$ cat config.mk
export PLATFORM = sky130hd
export DESIGN_NAME = madd_sub_ctrl_flat
export DESIGN_NICKNAME = d
export VERILOG_FILES = /design/src/rtl/madd_sub_ctrl_if.sv /design/src/rtl/madd_sub_ctrl.sv /design/src/flat_wrapper.sv
export SDC_FILE = /design/constraint.sdc
export NUM_CORES = 1
export LEC_CHECK = 0
export CAP_MARGIN = 20
export CORE_UTILIZATION = 40
export DETAILED_ROUTE_END_ITERATION = 16
export PLACE_DENSITY = 0.68
export SLEW_MARGIN = 20
export SYNTH_ARGS = -nofsm -noshare
export SYNTH_HDL_FRONTEND = slang
export SYNTH_SLANG_ARGS = --single-unit
export TNS_END_PERCENT = 5
$ cat constraint.sdc
create_clock -name clock -period 11.3 [get_ports clock]
set_input_delay 2.26 -clock clock [delete_from_list [all_inputs] [get_ports clock]]
set_output_delay 2.26 -clock clock [all_outputs]
set_load 0.02 [all_outputs]
$ cat src/rtl/madd_sub_ctrl_if.sv
// Request, datapath and HI/LO bundle for madd_sub_ctrl.
// master = execute stage plus DSP datapath; slave = the controller.
interface madd_sub_ctrl_if;
    logic        req_valid;
    logic        req_ready;
    logic [2:0]  req_op;
    logic [31:0] req_a;
    logic [31:0] req_b;
    logic        flush;
    logic [31:0] op_a;
    logic [31:0] op_b;
    logic        dsp_sign;
    logic        dsp_ce_in;
    logic        dsp_ce_m;
    logic        dsp_ce_p;
    logic [63:0] dsp_product;
    logic        hi_we;
    logic        lo_we;
    logic [31:0] wdata;
    logic [31:0] hi;
    logic [31:0] lo;
    logic        busy;
    logic        done;

    modport master (
        output req_valid, req_op, req_a, req_b, flush, dsp_product, hi_we, lo_we, wdata,
        input  req_ready, op_a, op_b, dsp_sign, dsp_ce_in, dsp_ce_m, dsp_ce_p, hi, lo, busy,
               done
    );

    modport slave (
        input  req_valid, req_op, req_a, req_b, flush, dsp_product, hi_we, lo_we, wdata,
        output req_ready, op_a, op_b, dsp_sign, dsp_ce_in, dsp_ce_m, dsp_ce_p, hi, lo, busy,
               done
    );
endinterface

$ cat src/rtl/madd_sub_ctrl.sv
// Sequencer and HI/LO owner for the four-DSP48A1 32x32 multiply datapath.
// Optional MADDSUB_ZERO_SKIP_EN: zero operands bypass the DSP pipeline.
module madd_sub_ctrl #(
    parameter int unsigned LATENCY = 4
) (
    input logic            clock,
    input logic            reset,
    madd_sub_ctrl_if.slave bus
);

    typedef enum logic [1:0] {StIdle, StBusy, StSkip} state_e;

    state_e      state_q, state_d;
    logic [3:0]  cnt_q, cnt_d;
    logic [1:0]  kind_q, kind_d;  // op[2:1]: 00 MULT, 01 MADD, 10 MSUB
    logic [31:0] op_a_q, op_a_d;
    logic [31:0] op_b_q, op_b_d;
    logic [31:0] hi_q, hi_d;
    logic [31:0] lo_q, lo_d;
    logic        sign_q, sign_d;
    logic        done_q, done_d;
    logic        commit;
    logic [63:0] prod;
    logic [63:0] acc;

    always_comb begin
        state_d = state_q;
        cnt_d   = cnt_q;
        kind_d  = kind_q;
        op_a_d  = op_a_q;
        op_b_d  = op_b_q;
        sign_d  = sign_q;
        hi_d    = bus.hi_we ? bus.wdata : hi_q;
        lo_d    = bus.lo_we ? bus.wdata : lo_q;
        done_d  = 1'b0;
        commit  = 1'b0;
        prod    = bus.dsp_product;
        acc     = {hi_q, lo_q};

        unique case (state_q)
            StIdle: begin
                if (bus.req_valid && !bus.flush) begin
                    if (bus.req_op[2:1] == 2'b11) begin
                        done_d = 1'b1;
                    end else begin
                        op_a_d  = bus.req_a;
                        op_b_d  = bus.req_b;
                        kind_d  = bus.req_op[2:1];
                        sign_d  = ~bus.req_op[0];
                        cnt_d   = 4'(LATENCY);
                        state_d = StBusy;
`ifdef MADDSUB_ZERO_SKIP_EN
                        if (bus.req_a == 32'd0 || bus.req_b == 32'd0) begin
                            state_d = StSkip;
                        end
`endif
                    end
                end
            end
            StBusy: begin
                if (bus.flush) begin
                    state_d = StIdle;
                end else begin
                    cnt_d = cnt_q - 4'd1;
                    if (cnt_q == 4'd1) begin
                        commit  = 1'b1;
                        state_d = StIdle;
                    end
                end
            end
            StSkip: begin
                state_d = StIdle;
                if (!bus.flush) begin
                    commit = 1'b1;
                    prod   = 64'd0;
                end
            end
            default: state_d = StIdle;
        endcase

        // Commit overrides any MTHI/MTLO landing on the same edge.
        if (commit) begin
            unique case (kind_q)
                2'b00:   acc = prod;
                2'b01:   acc = {hi_q, lo_q} + prod;
                2'b10:   acc = {hi_q, lo_q} - prod;
                default: acc = {hi_q, lo_q};
            endcase
            hi_d   = acc[63:32];
            lo_d   = acc[31:0];
            done_d = 1'b1;
        end
    end

    always_ff @(posedge clock) begin
        if (!reset) begin
            state_q <= StIdle;
            cnt_q   <= 4'd0;
            kind_q  <= 2'b00;
            op_a_q  <= 32'd0;
            op_b_q  <= 32'd0;
            hi_q    <= 32'd0;
            lo_q    <= 32'd0;
            sign_q  <= 1'b0;
            done_q  <= 1'b0;
        end else begin
            state_q <= state_d;
            cnt_q   <= cnt_d;
            kind_q  <= kind_d;
            op_a_q  <= op_a_d;
            op_b_q  <= op_b_d;
            hi_q    <= hi_d;
            lo_q    <= lo_d;
            sign_q  <= sign_d;
            done_q  <= done_d;
        end
    end

    assign bus.req_ready = (state_q == StIdle) && reset;
    assign bus.busy      = (state_q != StIdle);
    assign bus.dsp_ce_in = (state_q == StBusy);
    assign bus.dsp_ce_m  = (state_q == StBusy);
    assign bus.dsp_ce_p  = (state_q == StBusy);
    assign bus.op_a      = op_a_q;
    assign bus.op_b      = op_b_q;
    assign bus.dsp_sign  = sign_q;
    assign bus.hi        = hi_q;
    assign bus.lo        = lo_q;
    assign bus.done      = done_q;

endmodule

$ cat src/flat_wrapper.sv
// flat-port wrapper written by rule: the top's interface ports become plain ports
module madd_sub_ctrl_flat 
#(
    parameter int unsigned LATENCY = 4
)
  (clock, reset, bus_req_valid, bus_req_op, bus_req_a, bus_req_b, bus_flush, bus_dsp_product, bus_hi_we, bus_lo_we, bus_wdata, bus_req_ready, bus_op_a, bus_op_b, bus_dsp_sign, bus_dsp_ce_in, bus_dsp_ce_m, bus_dsp_ce_p, bus_hi, bus_lo, bus_busy, bus_done);
  madd_sub_ctrl_if bus_i ();
  input logic clock;
  input logic reset;
  input wire logic [$bits(bus_i.req_valid)-1:0] bus_req_valid;
  input wire logic [$bits(bus_i.req_op)-1:0] bus_req_op;
  input wire logic [$bits(bus_i.req_a)-1:0] bus_req_a;
  input wire logic [$bits(bus_i.req_b)-1:0] bus_req_b;
  input wire logic [$bits(bus_i.flush)-1:0] bus_flush;
  input wire logic [$bits(bus_i.dsp_product)-1:0] bus_dsp_product;
  input wire logic [$bits(bus_i.hi_we)-1:0] bus_hi_we;
  input wire logic [$bits(bus_i.lo_we)-1:0] bus_lo_we;
  input wire logic [$bits(bus_i.wdata)-1:0] bus_wdata;
  output wire logic [$bits(bus_i.req_ready)-1:0] bus_req_ready;
  output wire logic [$bits(bus_i.op_a)-1:0] bus_op_a;
  output wire logic [$bits(bus_i.op_b)-1:0] bus_op_b;
  output wire logic [$bits(bus_i.dsp_sign)-1:0] bus_dsp_sign;
  output wire logic [$bits(bus_i.dsp_ce_in)-1:0] bus_dsp_ce_in;
  output wire logic [$bits(bus_i.dsp_ce_m)-1:0] bus_dsp_ce_m;
  output wire logic [$bits(bus_i.dsp_ce_p)-1:0] bus_dsp_ce_p;
  output wire logic [$bits(bus_i.hi)-1:0] bus_hi;
  output wire logic [$bits(bus_i.lo)-1:0] bus_lo;
  output wire logic [$bits(bus_i.busy)-1:0] bus_busy;
  output wire logic [$bits(bus_i.done)-1:0] bus_done;
  assign bus_i.req_valid = bus_req_valid;
  assign bus_i.req_op = bus_req_op;
  assign bus_i.req_a = bus_req_a;
  assign bus_i.req_b = bus_req_b;
  assign bus_i.flush = bus_flush;
  assign bus_i.dsp_product = bus_dsp_product;
  assign bus_i.hi_we = bus_hi_we;
  assign bus_i.lo_we = bus_lo_we;
  assign bus_i.wdata = bus_wdata;
  assign bus_req_ready = bus_i.req_ready;
  assign bus_op_a = bus_i.op_a;
  assign bus_op_b = bus_i.op_b;
  assign bus_dsp_sign = bus_i.dsp_sign;
  assign bus_dsp_ce_in = bus_i.dsp_ce_in;
  assign bus_dsp_ce_m = bus_i.dsp_ce_m;
  assign bus_dsp_ce_p = bus_i.dsp_ce_p;
  assign bus_hi = bus_i.hi;
  assign bus_lo = bus_i.lo;
  assign bus_busy = bus_i.busy;
  assign bus_done = bus_i.done;
  madd_sub_ctrl #(.LATENCY(LATENCY)) u_core (.clock(clock), .reset(reset), .bus(bus_i));
endmodule
# Word-level counts from Yosys, hierarchy flattened

Index checks and enable logic that the tools add are counted.

Add/sub/neg operators: 3
Equal/unequal tests: 11
Bitwise logic cells: 2
Reductions and logical operators: 14
Multiplexer cells: 24

Operators with widths:

| operator              | number |
|---|---|
| $pmux W64 S3          | 1 |
| $mux W32              | 4 |
| $mux W64              | 2 |
| $add A64 B64 Y64      | 1 |
| $sub A64 B64 Y64      | 1 |
| $mux W4               | 3 |
| $mux W2               | 4 |
| $pmux W4 S2           | 1 |
| $reduce_bool A2 Y1    | 4 |
| $mux W1               | 7 |
| $eq A2 B2 Y1 const B  | 3 |
| $reduce_and A3 Y1     | 2 |
| $eq A2 B1 Y1 const B  | 2 |
| $eq A4 B1 Y1 const B  | 1 |
| $logic_not A2 Y1      | 2 |
| $ne A2 B2 Y1 const B  | 2 |
| $ne A4 B4 Y1 const B  | 1 |
| $pmux W2 S2           | 1 |
| $reduce_and A2 Y1     | 2 |
| $reduce_and A4 Y1     | 1 |
| $sub A4 B1 Y4 const B | 1 |
| $ne A3 B2 Y1 const B  | 1 |
| $logic_and A1 B1 Y1   | 2 |
| $ne A2 B1 Y1 const B  | 1 |
| other kinds (3)       | 4 |

Bits in registers: 138

# Logic depth before layout (Yosys ltp)

Word-level depth: 6
Depth in mapped cells: 22
Gate-level depth less buffers: 19

# Worst setup path after synthesis

Ideal clock, no wire load.

Kind: input -> register
Start point: input port bus_dsp_product[16]
End point: register u_core.hi_q[22] (netlist: u_core.bus.hi[22])
Stages: 20
Slack: 4.539 ns
Data arrival time: 6.635 ns
Path buffers: 3
Required time: 11.175 ns
Path through: or4_4 > or4b_4 > inv_1 > and3_1 > and3_1 > buf_2 > and3_1 > buf_2 > a21oi_1 > xnor2_1 > ha_1 > clkbuf_1 > nand2_1 > or3_1 > or4_1 > a2111o_1 > and3_1 > o31ai_1 > mux2i_1 > nor2_1

Word-level cells in the longest chain between the ends: 5
Elaborated cells on any way between the ends: 6
Classes of those cells: 2 x add/sub; 4 x mux

Ends and longest elaborated chain:

| item                                                 | line                                     | source |
|---|---|---|
| start, declared                                      | flat_wrapper.sv:15                       | `input wire logic [$bits(bus_i.dsp_product)-1:0] bus_dsp_product;` |
| $mux W64                                             | madd_sub_ctrl.sv:73                      | `if (!bus.flush) begin` |
| $mux W64 *                                           | madd_sub_ctrl.sv:40                      | `unique case (state_q)` |
| $sub A64 B64 Y64 or $add A64 B64 Y64 (tied branches) | madd_sub_ctrl.sv:86, madd_sub_ctrl.sv:85 |  |
| $pmux W64 S3 *                                       | madd_sub_ctrl.sv:83                      | `unique case (kind_q)` |
| $mux W32 *                                           | madd_sub_ctrl.sv:82                      | `if (commit) begin` |
| end signal, assigned                                 | madd_sub_ctrl.sv:112                     | `hi_q <= hi_d;` |
| end, declared                                        | madd_sub_ctrl.sv:18                      | `logic [31:0] hi_q, hi_d;` |

Every way passes the cells marked *; elsewhere a longest branch is shown, timed or not.
A chain may end at the register's enable or synchronous reset.

# Worst setup path in the final report

Start point: input port bus_dsp_product[5]
End point: register u_core.hi_q[22] (netlist: u_core.bus.hi[22])

Same word-level chain as after synthesis.

==> metrics <==
RSZ-0062 raised after global routing no; number of port buffers 303; Mapped Cells 1613; TritonCTS clock tree done; clock sinks 137; Clk pin slew, worst setup/hold paths 0.09 ns; HPWL Detailed 37900 um; TritonRoute pass-1 iters 7; grt ovf 0; overall routing resource usage 0.331; layout cells sized above 1 0.0393; Power per Cell Area 115 nW/um2; Slew headroom 0.365; number of distinct library cells after synthesis 73; critical path's most frequent cell and3_1; Critical Path RT 11.62 ns; postcts setup bufs 0; post-synthesis compound-gate area fraction 0.300; clk root buf clkbuf_16; final hold vios 0; HP Class flip-flop to flip-flop; final WL 49900 um; Synth Warn # 0; Leak Pwr 5.75 nW; FF-to-FF path depth 14; Yosys reg bits 137; worst IR drop on VDD 0.108 mV; final setup vio count 0; largest net degree at the start of global routing 92; hold_ws 0.465 ns; area delta synth->final 33.5%; CTS H-tree lvls 4; Routability Congestion 0.966; Starting Density 0.411; mux cell area share after synthesis 0.0166; die area between 20000 and 30000 um2; xor and xnor area share after synthesis 0.0895; final routed DRC violation total 0; CP Cell Sequence clkdlybuf4s50_1 > or3_1 > or4_1 > nor2_1 > and3_1 > and3_1 > a21oi_1 > xnor2_1 > ha_1 > nand2_1 > or3_1 > or4_1 > a2111o_1 > and3_1 > o31ai_1 > mux2i_1 > nor2_1; core area 28100 um2; ys async rst share 0; maxcap violations 0; Post-Syn Nets 1852; Clock Tree Buf Depth 2; Simple-Gate Fraction of Synth Area 0.232; Final Max Slew Viols 0; commonest non-fill, non-tap cells in the layout clkdlybuf4s50_1 (302), nand2_1 (263), a21oi_1 (161); slowest stage delay, CP about 0.52 ns; Worst-Skew Late Latency 0.45 ns; status completed; CP arrival slightly below 8 ns; Layout Skew 0.0189 ns; fmax 131 MHz; Post-CTS Resized 0; Most used DFF post-synth dfxtp_1; # rows 61; Tmin final 7.62 ns; final antenna-violating net count 0; worst-path maximum fanout 7; Core Util, Final 0.548; EDFF count, synth 0; Via density around 5.9; first-pass GRT wire length 73400 um; nets 2082; Die X 172 um; Final WS setup 3.68 ns; largest family of logic cells by synthesized area compound AO/OA/AOI/OAI gates; register area share after synthesis 0.238; Pwr Total 1.77 mW; initial antenna violation count 5; Die Span Y about 170 um; cell area after synthesis 11500 um2; fraction of the mapped netlist area in adder cells 0.0766; WHS Path Cells 2; vias in the first global route 12400; crit path launch type primary input; total number of vias 13200; Avg Inst Size Synth just over 7 um2; Tightest Pin Transition about 0.95 ns; Routed WL per cell about 22 um; CTS Hold Buffers Added 0; setup slack at placement 3.40 ns; setup_tns 0 ns; Tcrit/Tclk final 0.675; most common cell after layout, fill and taps aside clkdlybuf4s50_1; Inserted Clock Buffers 17; I/O Pins 304; Slowest cell on crit path or4_1; crit path kind primary input to flip-flop; # fillers 2759; Iter 0 DRT Violations 1198; crit end category flip-flop
[worst paths after layout]
check / start / end / slack [ns]
worst max-delay path: bus_dsp_product[5] / u_core.bus.hi[22] / 3.68
worst max register to register: u_core.kind_q[0] / u_core.bus.hi[10] / 6.02
worst min register to register: u_core.bus.op_a[13] / u_core.bus.op_a[13] / 0.47
worst min-delay path: u_core.bus.op_a[13] / u_core.bus.op_a[13] / 0.47
[Yosys cell counts, types with 4 or more instances]
cell type	instances	area (um2)
nand2_1	263	987
a21oi_1	162	811
dfxtp_1	137	2740
nor2_1	136	510
o21ai_0	100	500
xnor2_1	93	815
clkbuf_1	88	330
a21boi_0	78	586
ha_1	69	863
inv_1	36	135
nand3_1	28	140
a21o_1	25	188
a31oi_1	24	150
nor3_1	24	120
o211ai_1	24	180
a211oi_1	23	173
xor2_1	23	201
nor2b_1	21	131
or3_1	21	131
mux2i_1	18	180
nand4_1	17	106
and3_1	16	100
and2_1	14	87.6
o22ai_1	14	87.6
buf_1	13	48.8
o21bai_1	12	90.1
nand2b_1	11	68.8
nor4_1	11	68.8
o21a_1	10	75.1
o31ai_1	8	60.1
o311ai_0	7	61.3
a41oi_1	6	52.6
a211o_1	5	43.8
or4_1	5	37.5
a22oi_1	4	30.0
o2111ai_1	4	35.0
o41ai_1	4	35.0
[critical path: cells and delay by family]
family          cells  cell delay (ns)
xor+xnor            1             0.17
fa+ha+maj           1             0.41
mux                 1             0.22
simple gates       10             3.63
buf+inv             1             0.48
compound gates      3             0.77
[registers in the layout, summed over array words and instances (netlist names)]
signal / cells
u_core.bus.done: 1
u_core.bus.dsp_sign: 1
u_core.bus.hi: 32
u_core.bus.lo: 32
u_core.bus.op_a: 32
u_core.bus.op_b: 32
u_core.cnt_q: 4
u_core.kind_q: 2
u_core.state_q: 1
[cell families (layout without fill, tap and decap cells)]
group,Yosys count,in the layout
other,0,5
adder cells (fa/ha/maj),70,70
multiplexers,19,19
XOR/XNOR,117,117
flip-flops,137,137
AO/OA/AOI/OAI,540,540
AND/OR/NAND/NOR,587,587
buffers and inverters,143,386
[area by class of cell]
cell class,instances,area (um2),area share
well taps,378,473,0.0307
diodes,5,12.5,0.000813
clock buffers,17,425,0.0276
clock inverters,15,189,0.0123
inverters,37,139,0.00902
repair buffers,317,3140,0.204
flip-flops and latches,137,2740,0.178
multi-input cells,1333,8280,0.538
[power breakdown]
group          internal [mW]  switching (mW)
combinational          0.264           0.364
sequential             0.509          0.0234
clock                  0.304           0.306
total                   1.08           0.693
[metal layers]
metal / wire, um / vias to the layer above / track usage / share of wire
met3: 4520 / 90 / 0.0702 / 0.091
li1: - / 6231 / - / -
met2: 22700 / 668 / 0.528 / 0.45
met5: 9 / - / 0 / 0.00018
met4: 1320 / 2 / 0.115 / 0.026
met1: 21400 / 6242 / 0.437 / 0.43
[stage by stage]
stage               instances  cell area (um2)
floorplan                1613            11500
global placement         2202            14800
detailed placement       2202            14800
CTS                      2234            15400
global route             2235            15400
finish                   2239            15400
(Power assumes the default switching activity.)
